[src/rtl/access_sched_seq_pkg.sv]
// Shared definitions for the access scheduler: FSM encoding and sizing helper.
package access_sched_seq_pkg;

    typedef enum logic {
        IDLE  = 1'b0,
        SCHED = 1'b1
    } sched_state_t;

    // Round counter must hold every round index of a group plus one spare bit.
    function automatic int rnd_width_for(input int group_size);
        return $clog2(group_size) + 1;
    endfunction

endpackage

[src/rtl/access_sched_seq_if.sv]
// Request/issue bundle between the request generator, the scheduler and the port muxes.
interface access_sched_seq_if
    import access_sched_seq_pkg::*;
#(
    parameter int SHARED_GROUP_SIZE = 4,
    parameter int ADDR_WIDTH        = 8,
    parameter int RND_WIDTH         = rnd_width_for(SHARED_GROUP_SIZE)
);
    logic                                    rqst_valid;
    logic                                    rqst_ready;
    logic [SHARED_GROUP_SIZE-1:0]            rqst_in;
    logic [SHARED_GROUP_SIZE*ADDR_WIDTH-1:0] rqst_addr_in;
    logic                                    issue_stall;
    logic [SHARED_GROUP_SIZE-1:0]            issue_en;
    logic [SHARED_GROUP_SIZE*ADDR_WIDTH-1:0] issue_addr;
    logic [RND_WIDTH-1:0]                    issue_round;
    logic                                    sched_done;

    // Request source and downstream port side.
    modport master (
        output rqst_valid, rqst_in, rqst_addr_in, issue_stall,
        input  rqst_ready, issue_en, issue_addr, issue_round, sched_done
    );

    // Scheduler side.
    modport slave (
        input  rqst_valid, rqst_in, rqst_addr_in, issue_stall,
        output rqst_ready, issue_en, issue_addr, issue_round, sched_done
    );
endinterface

[src/rtl/access_sched_seq_sched_issue_mask.sv]
// Neighbour-exclusion chain: picks pending requesters so no two adjacent ones
// (which share a bank port) are issued together. Lowest index wins greedily.
module sched_issue_mask #(
    parameter int SHARED_GROUP_SIZE = 4
) (
    input  logic [SHARED_GROUP_SIZE-1:0] pend,
    output logic [SHARED_GROUP_SIZE-1:0] mask
);

    // Ripple from requester 0 upward; a bit is taken unless its lower neighbour was.
    always_comb begin
        // NOTE: every output gets a default before any conditional write so no latch is inferred.
        mask    = '0;
        mask[0] = pend[0];
        for (int i = 1; i < SHARED_GROUP_SIZE; i++) begin
            mask[i] = pend[i] & ~mask[i-1];
        end
    end

endmodule

[src/rtl/access_sched_seq.sv]
// Multi-cycle access scheduler: latches one request vector and serialises it
// into conflict-free issue rounds, retrying losers until nothing is pending.
module access_sched_seq
    import access_sched_seq_pkg::*;
#(
    parameter int SHARED_GROUP_SIZE = 4,
    parameter int ADDR_WIDTH        = 8,
    parameter int RND_WIDTH         = rnd_width_for(SHARED_GROUP_SIZE)
) (
    input logic              sys_clk,
    input logic              rst,
    access_sched_seq_if.slave bus
);

    localparam int AW_TOTAL = SHARED_GROUP_SIZE * ADDR_WIDTH;

    sched_state_t                 state_q, state_d;
    logic [SHARED_GROUP_SIZE-1:0] pend_q, pend_d;
    logic [AW_TOTAL-1:0]          addr_q, addr_d;
    logic [RND_WIDTH-1:0]         rnd_q, rnd_d;
    logic [SHARED_GROUP_SIZE-1:0] issue_en_q, issue_en_d;
    logic [AW_TOTAL-1:0]          issue_addr_q, issue_addr_d;
    logic [RND_WIDTH-1:0]         issue_round_q, issue_round_d;
    logic                         sched_done_q, sched_done_d;
    logic                         rqst_ready_q, rqst_ready_d;

    logic [SHARED_GROUP_SIZE-1:0] mask;
    logic [SHARED_GROUP_SIZE-1:0] pend_rem;
    logic                         accept;

    sched_issue_mask #(
        .SHARED_GROUP_SIZE(SHARED_GROUP_SIZE)
    ) u_mask (
        .pend(pend_q),
        .mask(mask)
    );

    assign pend_rem = pend_q & ~mask;
    assign accept   = (state_q == IDLE) && bus.rqst_valid && rqst_ready_q;

    // State register.
    always_ff @(posedge sys_clk or posedge rst) begin
        if (rst) begin
            state_q <= IDLE;
        end else begin
            // NOTE: sequential state uses non-blocking assignment so every flop samples pre-edge values.
            state_q <= state_d;
        end
    end

    // Next-state: leave IDLE only for a non-empty vector, return once the last round issues.
    always_comb begin
        state_d = state_q;
        case (state_q)
            IDLE:    if (accept && (bus.rqst_in != '0)) state_d = SCHED;
            SCHED:   if (!bus.issue_stall && (pend_rem == '0)) state_d = IDLE;
            default: state_d = IDLE;
        endcase
    end

    // Output/datapath: latch on accept, issue one round per unstalled SCHED cycle.
    always_comb begin
        pend_d        = pend_q;
        addr_d        = addr_q;
        rnd_d         = rnd_q;
        issue_round_d = issue_round_q;
        issue_en_d    = '0;
        issue_addr_d  = '0;
        sched_done_d  = 1'b0;
        if (accept) begin
            pend_d        = bus.rqst_in;
            addr_d        = bus.rqst_addr_in;
            rnd_d         = '0;
            issue_round_d = '0;
            sched_done_d  = (bus.rqst_in == '0);
        end else if ((state_q == SCHED) && !bus.issue_stall) begin
            issue_en_d = mask;
            for (int i = 0; i < SHARED_GROUP_SIZE; i++) begin
                issue_addr_d[i*ADDR_WIDTH +: ADDR_WIDTH] =
                    mask[i] ? addr_q[i*ADDR_WIDTH +: ADDR_WIDTH] : '0;
            end
            pend_d        = pend_rem;
            issue_round_d = rnd_q;
            rnd_d         = rnd_q + 1'b1;
            sched_done_d  = (pend_rem == '0);
        end
        // Ready stays low through the done pulse so a new vector never overlaps it.
        rqst_ready_d = (state_d == IDLE) && !sched_done_d;
    end

    // Pending, address and output registers.
    always_ff @(posedge sys_clk or posedge rst) begin
        if (rst) begin
            pend_q        <= '0;
            // NOTE: the address store is reset too, so no stale page from an aborted vector survives reset.
            addr_q        <= '0;
            rnd_q         <= '0;
            issue_en_q    <= '0;
            issue_addr_q  <= '0;
            issue_round_q <= '0;
            sched_done_q  <= 1'b0;
            rqst_ready_q  <= 1'b1;
        end else begin
            pend_q        <= pend_d;
            addr_q        <= addr_d;
            rnd_q         <= rnd_d;
            issue_en_q    <= issue_en_d;
            issue_addr_q  <= issue_addr_d;
            issue_round_q <= issue_round_d;
            sched_done_q  <= sched_done_d;
            rqst_ready_q  <= rqst_ready_d;
        end
    end

    assign bus.rqst_ready  = rqst_ready_q;
    assign bus.issue_en    = issue_en_q;
    assign bus.issue_addr  = issue_addr_q;
    assign bus.issue_round = issue_round_q;
    assign bus.sched_done  = sched_done_q;

endmodule

[src/flat_wrapper.sv]
// flat-port wrapper written by rule: the top's interface ports become plain ports
module access_sched_seq_flat import access_sched_seq_pkg::*;
#(
    parameter int SHARED_GROUP_SIZE = 4,
    parameter int ADDR_WIDTH        = 8,
    parameter int RND_WIDTH         = rnd_width_for(SHARED_GROUP_SIZE)
)
  (sys_clk, rst, bus_rqst_valid, bus_rqst_in, bus_rqst_addr_in, bus_issue_stall, bus_rqst_ready, bus_issue_en, bus_issue_addr, bus_issue_round, bus_sched_done);
  access_sched_seq_if #(.SHARED_GROUP_SIZE(SHARED_GROUP_SIZE), .ADDR_WIDTH(ADDR_WIDTH), .RND_WIDTH(RND_WIDTH)) bus_i ();
  input logic sys_clk;
  input logic rst;
  input wire logic [$bits(bus_i.rqst_valid)-1:0] bus_rqst_valid;
  input wire logic [$bits(bus_i.rqst_in)-1:0] bus_rqst_in;
  input wire logic [$bits(bus_i.rqst_addr_in)-1:0] bus_rqst_addr_in;
  input wire logic [$bits(bus_i.issue_stall)-1:0] bus_issue_stall;
  output wire logic [$bits(bus_i.rqst_ready)-1:0] bus_rqst_ready;
  output wire logic [$bits(bus_i.issue_en)-1:0] bus_issue_en;
  output wire logic [$bits(bus_i.issue_addr)-1:0] bus_issue_addr;
  output wire logic [$bits(bus_i.issue_round)-1:0] bus_issue_round;
  output wire logic [$bits(bus_i.sched_done)-1:0] bus_sched_done;
  assign bus_i.rqst_valid = bus_rqst_valid;
  assign bus_i.rqst_in = bus_rqst_in;
  assign bus_i.rqst_addr_in = bus_rqst_addr_in;
  assign bus_i.issue_stall = bus_issue_stall;
  assign bus_rqst_ready = bus_i.rqst_ready;
  assign bus_issue_en = bus_i.issue_en;
  assign bus_issue_addr = bus_i.issue_addr;
  assign bus_issue_round = bus_i.issue_round;
  assign bus_sched_done = bus_i.sched_done;
  access_sched_seq #(.SHARED_GROUP_SIZE(SHARED_GROUP_SIZE), .ADDR_WIDTH(ADDR_WIDTH), .RND_WIDTH(RND_WIDTH)) u_core (.sys_clk(sys_clk), .rst(rst), .bus(bus_i));
endmodule
[config.mk]
export PLATFORM = sky130hd
export DESIGN_NAME = access_sched_seq_flat
export DESIGN_NICKNAME = d
export VERILOG_FILES = /design/src/rtl/access_sched_seq_pkg.sv /design/src/rtl/access_sched_seq_if.sv /design/src/rtl/access_sched_seq_sched_issue_mask.sv /design/src/rtl/access_sched_seq.sv /design/src/flat_wrapper.sv
export SDC_FILE = /design/constraint.sdc
export NUM_CORES = 1
export LEC_CHECK = 0
export CAP_MARGIN = 0
export CORE_MARGIN = 3
export CORE_UTILIZATION = 43
export CTS_CLUSTER_DIAMETER = 120
export DETAILED_ROUTE_END_ITERATION = 7
export GPL_ROUTABILITY_DRIVEN = 0
export MAX_ROUTING_LAYER = met4
export PLACE_DENSITY = 0.73
export SYNTH_ARGS = -nofsm -noshare
export SYNTH_HDL_FRONTEND = slang
export SYNTH_SLANG_ARGS = --single-unit
[constraint.sdc]
create_clock -name sys_clk -period 3.02 [get_ports sys_clk]
set_clock_uncertainty 0.15 [all_clocks]
set_input_delay 0.302 -clock sys_clk [delete_from_list [all_inputs] [get_ports sys_clk]]
set_output_delay 0.302 -clock sys_clk [all_outputs]
set_load 0.1 [all_outputs]
[Yosys cells after proc, flatten, opt, wreduce, memory -nomap -nowiden]
Index checks and enable logic that the tools add are counted.
Storage, ports and cells
  input bits: 40
  register bits: 81
  logic and storage cells: 51
  output and inout port bits: 41
Operators by class
  reduce and logical (&&, ||, !) cells: 12
  add/subtract/negate cells: 1
  bitwise gates (word level): 10
  mux-type cells: 19
Operator list (count)
  two-way mux 32 bit: 2
  two-way mux 8 bit: 4
  two-way mux 4 bit: 4
  two-way mux 3 bit: 4
  zero test 4 bit: 2
  logical AND 1 bit: 6
  NOT 1 bit: 5
  AND 4 bit: 1
  two-way mux 1 bit: 4
  NOT 4 bit: 1
  nonzero test 4 bit: 1
  adder 3 x 1 -> 3 bit, second input constant: 1
  AND 1 bit: 3
  zero test 1 bit: 2
  one-hot mux 1 bit (2 select lines): 1
  nonzero test 2 bit: 1

[Longest topological paths before layout]
Gate-level depths: netlist (run 1).
  depth in word-level cells: 14
  depth in mapped cells: 5
  mapped depth without buffers: 4

[Cells and area by module]
From an unflattened synthesis (run 1), not the netlist that was laid out.
Second synthesis, totals
  cells, all modules: 275
  area total of the unflattened synthesis: 3009.1 µm²
By module, submodules not included
  access_sched_seq: seq. area each 2028.2 µm², area an instance 2964.1 µm², times used 1, cells each 270
  sched_issue_mask: seq. area each 0.0 µm², area an instance 45.0 µm², times used 1, cells each 5

[Worst setup path before layout (run 1)]
No wires, ideal clock.
  path kind: reg2reg
  from: register u_core.rqst_ready_q (netlist: u_core.bus.rqst_ready)
  to: register u_core.pend_q[2]
  buffers on the path: 2
  path slack: 1.181 ns
  stages on the path, launching flop included: 6
  library setup time: 0.132 ns
  arrival: 1.557 ns
  required time: 2.738 ns
  clock period less this slack: 1.839 ns
  cells stage by stage: dfstp_2 > and3b_1 > buf_2 > buf_4 > mux2i_1 > a21oi_1
On the way
  word-level cells in the longest chain between the ends: 2
  elaborated cells between the ends (all ways): 3
  classes of those cells: mux: 1; reduce/logical: 2
Ends and longest elaborated chain
  from (decl): RTL line access_sched_seq.sv:25  | logic rqst_ready_q, rqst_ready_d;
  from (signal assigned): RTL line access_sched_seq.sv:111  | rqst_ready_q <= rqst_ready_d;
  logical AND 1 bit (*): RTL line access_sched_seq.sv:39  | assign accept = (state_q == IDLE) && bus.rqst_valid && rqst_ready_q;
  two-way mux 4 bit or nonzero test 2 bit (tied branches)
  to (signal assigned): RTL line access_sched_seq.sv:104  | pend_q <= pend_d;
  to (decl): RTL line access_sched_seq.sv:18  | logic [SHARED_GROUP_SIZE-1:0] pend_q, pend_d;
Mark *: on every way between the ends. The rest lies on a longest branch, timed or not.
A chain may end at the register's enable or synchronous reset.

[Final worst setup path (run 1)]
Ends and elaborated chain as after synthesis.

==> results.py, run 1 <==
metrics = {
    "cts": {
        "cts_buffers": 9,
        "cts_root_buffer": "clkbuf_8",
        "ctsHoldBuffers": 0,
        "clock_path_buffers": 2,
        "cts_resized": 0,
        "postCtsSetupBuffers": 0,
        "clkLatencyLatePin_ps": 340,
        "cts_tree": "done",
        "cts_htree_levels": 3,
        "clk_pin_slew_ps": 80,
        "clock-sinks": 81,
    },
    "global_routing": {
        "grt_pass1_vias": 1993,
        "grt_usage": 0.164,
        "grt_start_max_net_pins": 49,
        "grt_pass1_wl_um": 9400,
        "antenna_found_initial": 0,
        "gr-total-overflow": 0,
    },
    "route": {
        "postRouteAntennaNets": 0,
        "wl_per_cell_um": 13.5,
        "drtIter0Drc": 136,
        "vias_per_cell": 4.69,
        "firstDrtPassIters": 4,
        "drc_errors": 0,
        "vias": 2024,
        "drt-total-wl_um": 5830,
    },
    "final_layout": {
        "area_delta_synth_final_pct": 33.3,
        "final_nets": 392,
        "antennaDiodeCount": 0,
        "instances_no_fill": 432,
        "n_fill_cell": 547,
        "drive_gt1_frac": 0.180,
    },
    "worst_hold_path": {
        "worstHoldPathType": "in -> async",
    },
    "sta": {
        "finalCritPeriodShare": 0.609,
        "worst_pin_slew_ps": 757,
        "fmax_mhz": 544,
        "hold_slack_ps": 179,
        "tns_ps": 0,
        "drv_slew": 0,
        "setup_viol": 0,
        "slew_headroom": 0.495,
        "rsz0062_at_grt": "false",
        "hold_viol_final": 0,
        "period_needed_ps": 1840,
    },
    "synthesis": {
        "avgSynthCellArea_um2": 10.9,
        "synth_top_family_by_area": "simple AND/OR/NAND/NOR gates",
        "synthArstFlopShare": 1.00,
        "netlist_area_um2": 2950,
        "synth-xor-area-share": 0.00594,
        "synth.most_common_cell": "nand2_1",
        "synth-adder-area-share": 0.00424,
        "synth_edf_count": 0,
        "synth_area_leaders": "dfrtp_1 68%, nand2_1 14%, and2_1 5.3%",
        "ys_ff_latch": 81,
        "yosysWarnings": 0,
        "ys.flop_type": "dfrtp_1",
        "synth-compound-area-share": 0.0255,
        "synthMuxAreaShare": 0.00339,
        "netlist_instances": 271,
        "synth_seq_area_share": 0.688,
        "yosysTopAreaCellShare": 0.679,
        "ys_types": 28,
        "synth-simple-area-share": 0.247,
        "syn_nets": 312,
        "synth_top_area_cell": "dfrtp_1",
        "synth_commonest_cells": "109 x nand2_1, 80 x dfrtp_1, 25 x and2_1",
    },
    "worst_setup_path": {
        "worst_setup_path_end_kind": "flip-flop",
        "crit_required_ps": 3070,
        "crit_type": "reg -> reg",
        "start_kind": "flip-flop",
        "critPathMaxFanout": 41,
        "r2r_cells": 3,
        "arrival_ps": 1890,
    },
    "floorplanning": {
        "num_rows": 29,
        "fp.dieH_um": 88.8,
        "ios": 81,
        "initial_core_util": 0.454,
        "coreArea_um2": 6490,
        "die_x_um": 88.8,
        "dieArea_um2": 7890,
    },
    "placed_design": {
        "dp.cells": 417,
        "post-dp-hpwl_um": 3940,
        "port_buffers": 80,
    },
    "power_and_ir_drop": {
        "leakage_nw": 2.10,
        "fin_total_pwr_mw": 3.58,
        "peakVddDrop_mv": 1.07,
        "p_per_area_nw_per_um2": 910,
    },
    "run_status": {
        "outcome": "completed",
    },
    "flow_run": {
        "maxCapViolations": 0,
    },
}
[worst paths after layout]
kind | start | to | slack, ps
max | u_core.bus.rqst_ready | u_core.pend_q[2] | 1180
min | rst | u_core.bus.issue_addr[13] | 180
min in group sys_clk | u_core.addr_q[1] | u_core.addr_q[1] | 320
max in group asynchronous | rst | u_core.bus.rqst_ready | 1850
max reg2reg | u_core.bus.rqst_ready | u_core.pend_q[2] | 1180
min reg2reg | u_core.addr_q[1] | u_core.addr_q[1] | 320
[routing by layer]
metal | up-vias | wire, um | track usage
li1 | 1000 | - | -
met1 | 954 | 2550 | 0.205
met2 | 64 | 2880 | 0.253
met3 | 6 | 349 | 0.0456
met4 | 0 | 57 | 0.0618
met5 | - | 0 | -
[per-stage QoR]
stage          utilization  worst slack, ps  area [um^2]
2_1_floorplan            -              490         2950
3_3_place_gp         0.570              930         3700
3_5_place_dp         0.570              901         3700
4_1_cts              0.605             1150         3930
5_1_grt              0.605             1040         3930
6_report             0.605             1180         3930
[layout by cell type, fill, tap and decap left out, types with 2 or more instances in the layout]
cell / synthesis / routed
a21oi_1: 3 / 3
and2_1: 25 / 25
and3_1: 10 / 10
buf_4: 1 / 42
bufinv_16: 0 / 2
clkbuf_8: 0 / 11
clkdlybuf4s50_1: 0 / 39
dfrtp_1: 80 / 80
nand2_1: 109 / 109
nand2b_1: 2 / 2
nand3_1: 5 / 5
nand3b_1: 2 / 2
nor2_1: 5 / 5
o21ai_0: 2 / 2
[power breakdown]
part | switching (mW) | total, mW | leakage (nW) | internal, mW
Clock | 0.370 | 0.877 | 0.112 | 0.508
Combinational | 0.819 | 1.14 | 0.918 | 0.317
Sequential | 0.173 | 1.56 | 1.07 | 1.39
[cell type report]
cell class / count / area, um^2 / area share
Clock inverter: 4 / 76.3 / 0.0194
Sequential cell: 81 / 2030 / 0.516
Timing Repair Buffer: 82 / 726 / 0.185
Tap cell: 77 / 96.3 / 0.0245
Clock buffer: 11 / 151 / 0.0385
Multi-Input combinational cell: 175 / 845 / 0.215
Inverter: 2 / 8.76 / 0.00223
[sequential cells by signal, summed over array words and instances (netlist names), 3 cells and up]
register,cells
u_core.addr_q,32
u_core.bus.issue_en,4
u_core.rnd_q,3
u_core.pend_q,4
u_core.bus.issue_addr,32
u_core.bus.issue_round,3
[worst max-delay path, stage by stage, from the launching register on]
cell     delay [ps]
dfstp_2         550
and3b_2         690
mux2i_1         260
a21oi_1          50
[kinds of logic (layout without fill, tap and decap cells)]
group	after synthesis	in the layout
AND/OR/NAND/NOR	162	162
flip-flops	81	81
AO/OA/AOI/OAI	9	9
buffers and inverters	15	99
XOR/XNOR	2	2
adder cells (fa/ha/maj)	1	1
multiplexers	1	1
(Power assumes the default switching activity.)
==> inputs of run 2 (changes only) <==
PLACE_DENSITY = 0.76   (was 0.73)
clock period = 1.54 ns   (was 3.02 ns; I/O delays follow)
==> run 2 against run 1 <==
Effect of this change: the run now ends with negative setup slack left; register-to-register slack got worse by 1200 ps; wire length increased by 8.8%; via count increased by 5.2%; first-iteration DRC count increased by 0.74%; total power increased by 110%; cell count increased by 4.6%; design area increased by 18%; clock power increased by 84%; sequential share of layout area decreased by 7.7 points; sequential cell count unchanged; worst hold slack improved by 4.8 ps; largest power group unchanged.
==> results.py, run 2 (synthesized netlist as in run 1, its figures left out) <==
metrics = {
    "worst_setup_path": {
        "worstPathCellList": "buf_4, buf_12",
        "start_kind": "flip-flop",
        "worst-path-buf-inv": 2,
        "crit_type": "reg -> out",
        "critPathMaxStageDelay_ps": 620,
        "arrival_ps": 1240,
        "crit_required_ps": 1240,
        "critPathTopFamily": "flip-flops",
        "slowest_stage": "dfstp_4",
        "critPathMaxFanout": 3,
        "worst_setup_path_end_kind": "output pin",
    },
    "run_status": {
        "outcome": "finished with violations",
        "failed_checks": "negative setup slack",
    },
    "sta": {
        "slew_headroom": 0.738,
        "setup_viol": 2,
        "worst_pin_slew_ps": 392,
        "drv_slew": 0,
        "layout_setup_ws_ps": -7.39,
        "finalCritPeriodShare": 1.00,
        "tns_ps": -9.60,
        "hold_slack_ps": 184,
        "rsz0062_at_grt": "true",
        "hold_viol_final": 0,
        "fmax_mhz": 646,
        "period_needed_ps": 1550,
    },
    "placed_design": {
        "dp.cells": 433,
        "pre_cts_ws_ps": -191,
        "placed_area_um2": 4360,
        "port_buffers": 80,
        "post-dp-hpwl_um": 4680,
    },
    "final_layout": {
        "area_delta_synth_final_pct": 56.9,
        "n_fill_cell": 449,
        "final_nets": 411,
        "final_common_cell": "nand2_1",
        "drive_gt1_frac": 0.229,
        "instances_no_fill": 452,
        "finalInstanceArea_um2": 4630,
        "antennaDiodeCount": 0,
        "layout_common_cells": "108 x nand2_1, 80 x dfrtp_1, 43 x buf_12",
    },
    "route": {
        "vias_per_cell": 4.71,
        "drt-total-wl_um": 6350,
        "drc_errors": 0,
        "firstDrtPassIters": 4,
        "postRouteAntennaNets": 0,
        "drtIter0Drc": 137,
        "vias": 2129,
        "wl_per_cell_um": 14.0,
    },
    "cts": {
        "clock_path_buffers": 2,
        "clock-sinks": 81,
        "clk_pin_slew_ps": 80,
        "cts_root_buffer": "clkbuf_8",
        "cts_buffers": 9,
        "cts_tree": "done",
        "clkLatencyLatePin_ps": 340,
        "cts_htree_levels": 3,
    },
    "power_and_ir_drop": {
        "peakVddDrop_mv": 1.72,
        "leakage_nw": 2.31,
        "p_per_area_nw_per_um2": 1630,
    },
    "floorplanning": {
        "ios": 81,
        "coreArea_um2": 6490,
        "die_x_um": 88.8,
        "num_rows": 29,
        "initial_core_util": 0.454,
        "fp.dieH_um": 88.8,
        "dieArea_um2": 7890,
    },
    "global_routing": {
        "grt_start_max_net_pins": 30,
        "gr-total-overflow": 0,
        "grt_usage": 0.181,
        "grt_pass1_vias": 2159,
        "grt_pass1_wl_um": 10300,
        "antenna_found_initial": 0,
    },
    "worst_hold_path": {
        "worstHoldPathType": "in -> reg",
    },
    "flow_run": {
        "maxCapViolations": 0,
    },
}
==> run 2: changes by cell type in the layout (fill, tap and decap cells not counted), sizes merged <==
cell	before	now
buf	43	61
bufinv	2	1
clkinv	2	3
dlygate4sd3	0	1
inv	1	2
==> run 2: worst paths after layout <==
| path | start | endpoint | slack, ps | depth (start not counted) |
|---|---|---|---|---|
| worst max register to register | u_core.bus.rqst_ready | u_core.pend_q[1] | 0 | 3 |
| min in group asynchronous | rst | u_core.pend_q[1] | 560 | 3 |
| worst max-delay path | u_core.bus.rqst_ready | bus_rqst_ready | -7 | 2 |
| worst min register to register | u_core.addr_q[24] | u_core.addr_q[24] | 320 | 2 |
| max in group asynchronous | rst | u_core.bus.issue_addr[30] | 220 | 4 |
| worst min-delay path | bus_rqst_addr_in[14] | u_core.addr_q[14] | 180 | 3 |
==> run 2: power breakdown <==
| group | switching, mW | leakage, nW | internal (mW) |
|---|---|---|---|
| clock | 0.761 | 0.110 | 0.847 |
| sequential | 0.384 | 1.07 | 2.74 |
| combinational | 1.71 | 1.14 | 1.10 |
==> run 2: timing repair <==
item,in CTS,in global routing
resized for setup,0,9
hold buffers,1,0
buffers inserted,1,1
endpoints found under the hold margin,1,0
pin swaps,1,3
endpoints found under the setup margin,1,31
==> run 2: layout make-up <==
class                           count  area, um^2  share of cell area
Sequential cell                    81        2030               0.439
Timing Repair Buffer              101        1420               0.306
Multi-Input combinational cell    175         861               0.186
Clock buffer                       11         151              0.0327
Tap cell                           77        96.3              0.0208
Clock inverter                      5        61.3              0.0132
Inverter                            2        11.3             0.00243
==> run 2: worst reg2reg max path, delay by kind of cell, from the launching register on <==
family	cells	cell delay, ps
flip-flops	1	620
AND/OR/NAND/NOR	2	400
AO/OA/AOI/OAI	1	270
==> run 2: layer usage <==
layer,wire length [um],GRT usage,part of all wire,vias to the layer above
li1,-,-,-,1040
met1,2800,0.238,0.44,1024
met2,3130,0.271,0.49,58
met3,329,0.0419,0.052,7
met4,88,0.0742,0.014,0
met5,0,-,0,-
==> run 2: metrics by stage <==
step	total power, mW	util
floorplan	4.86	-
global placement	5.78	0.671
detailed placement	5.89	0.671
CTS	7.52	0.706
global route	7.97	0.713
finish	7.54	0.713
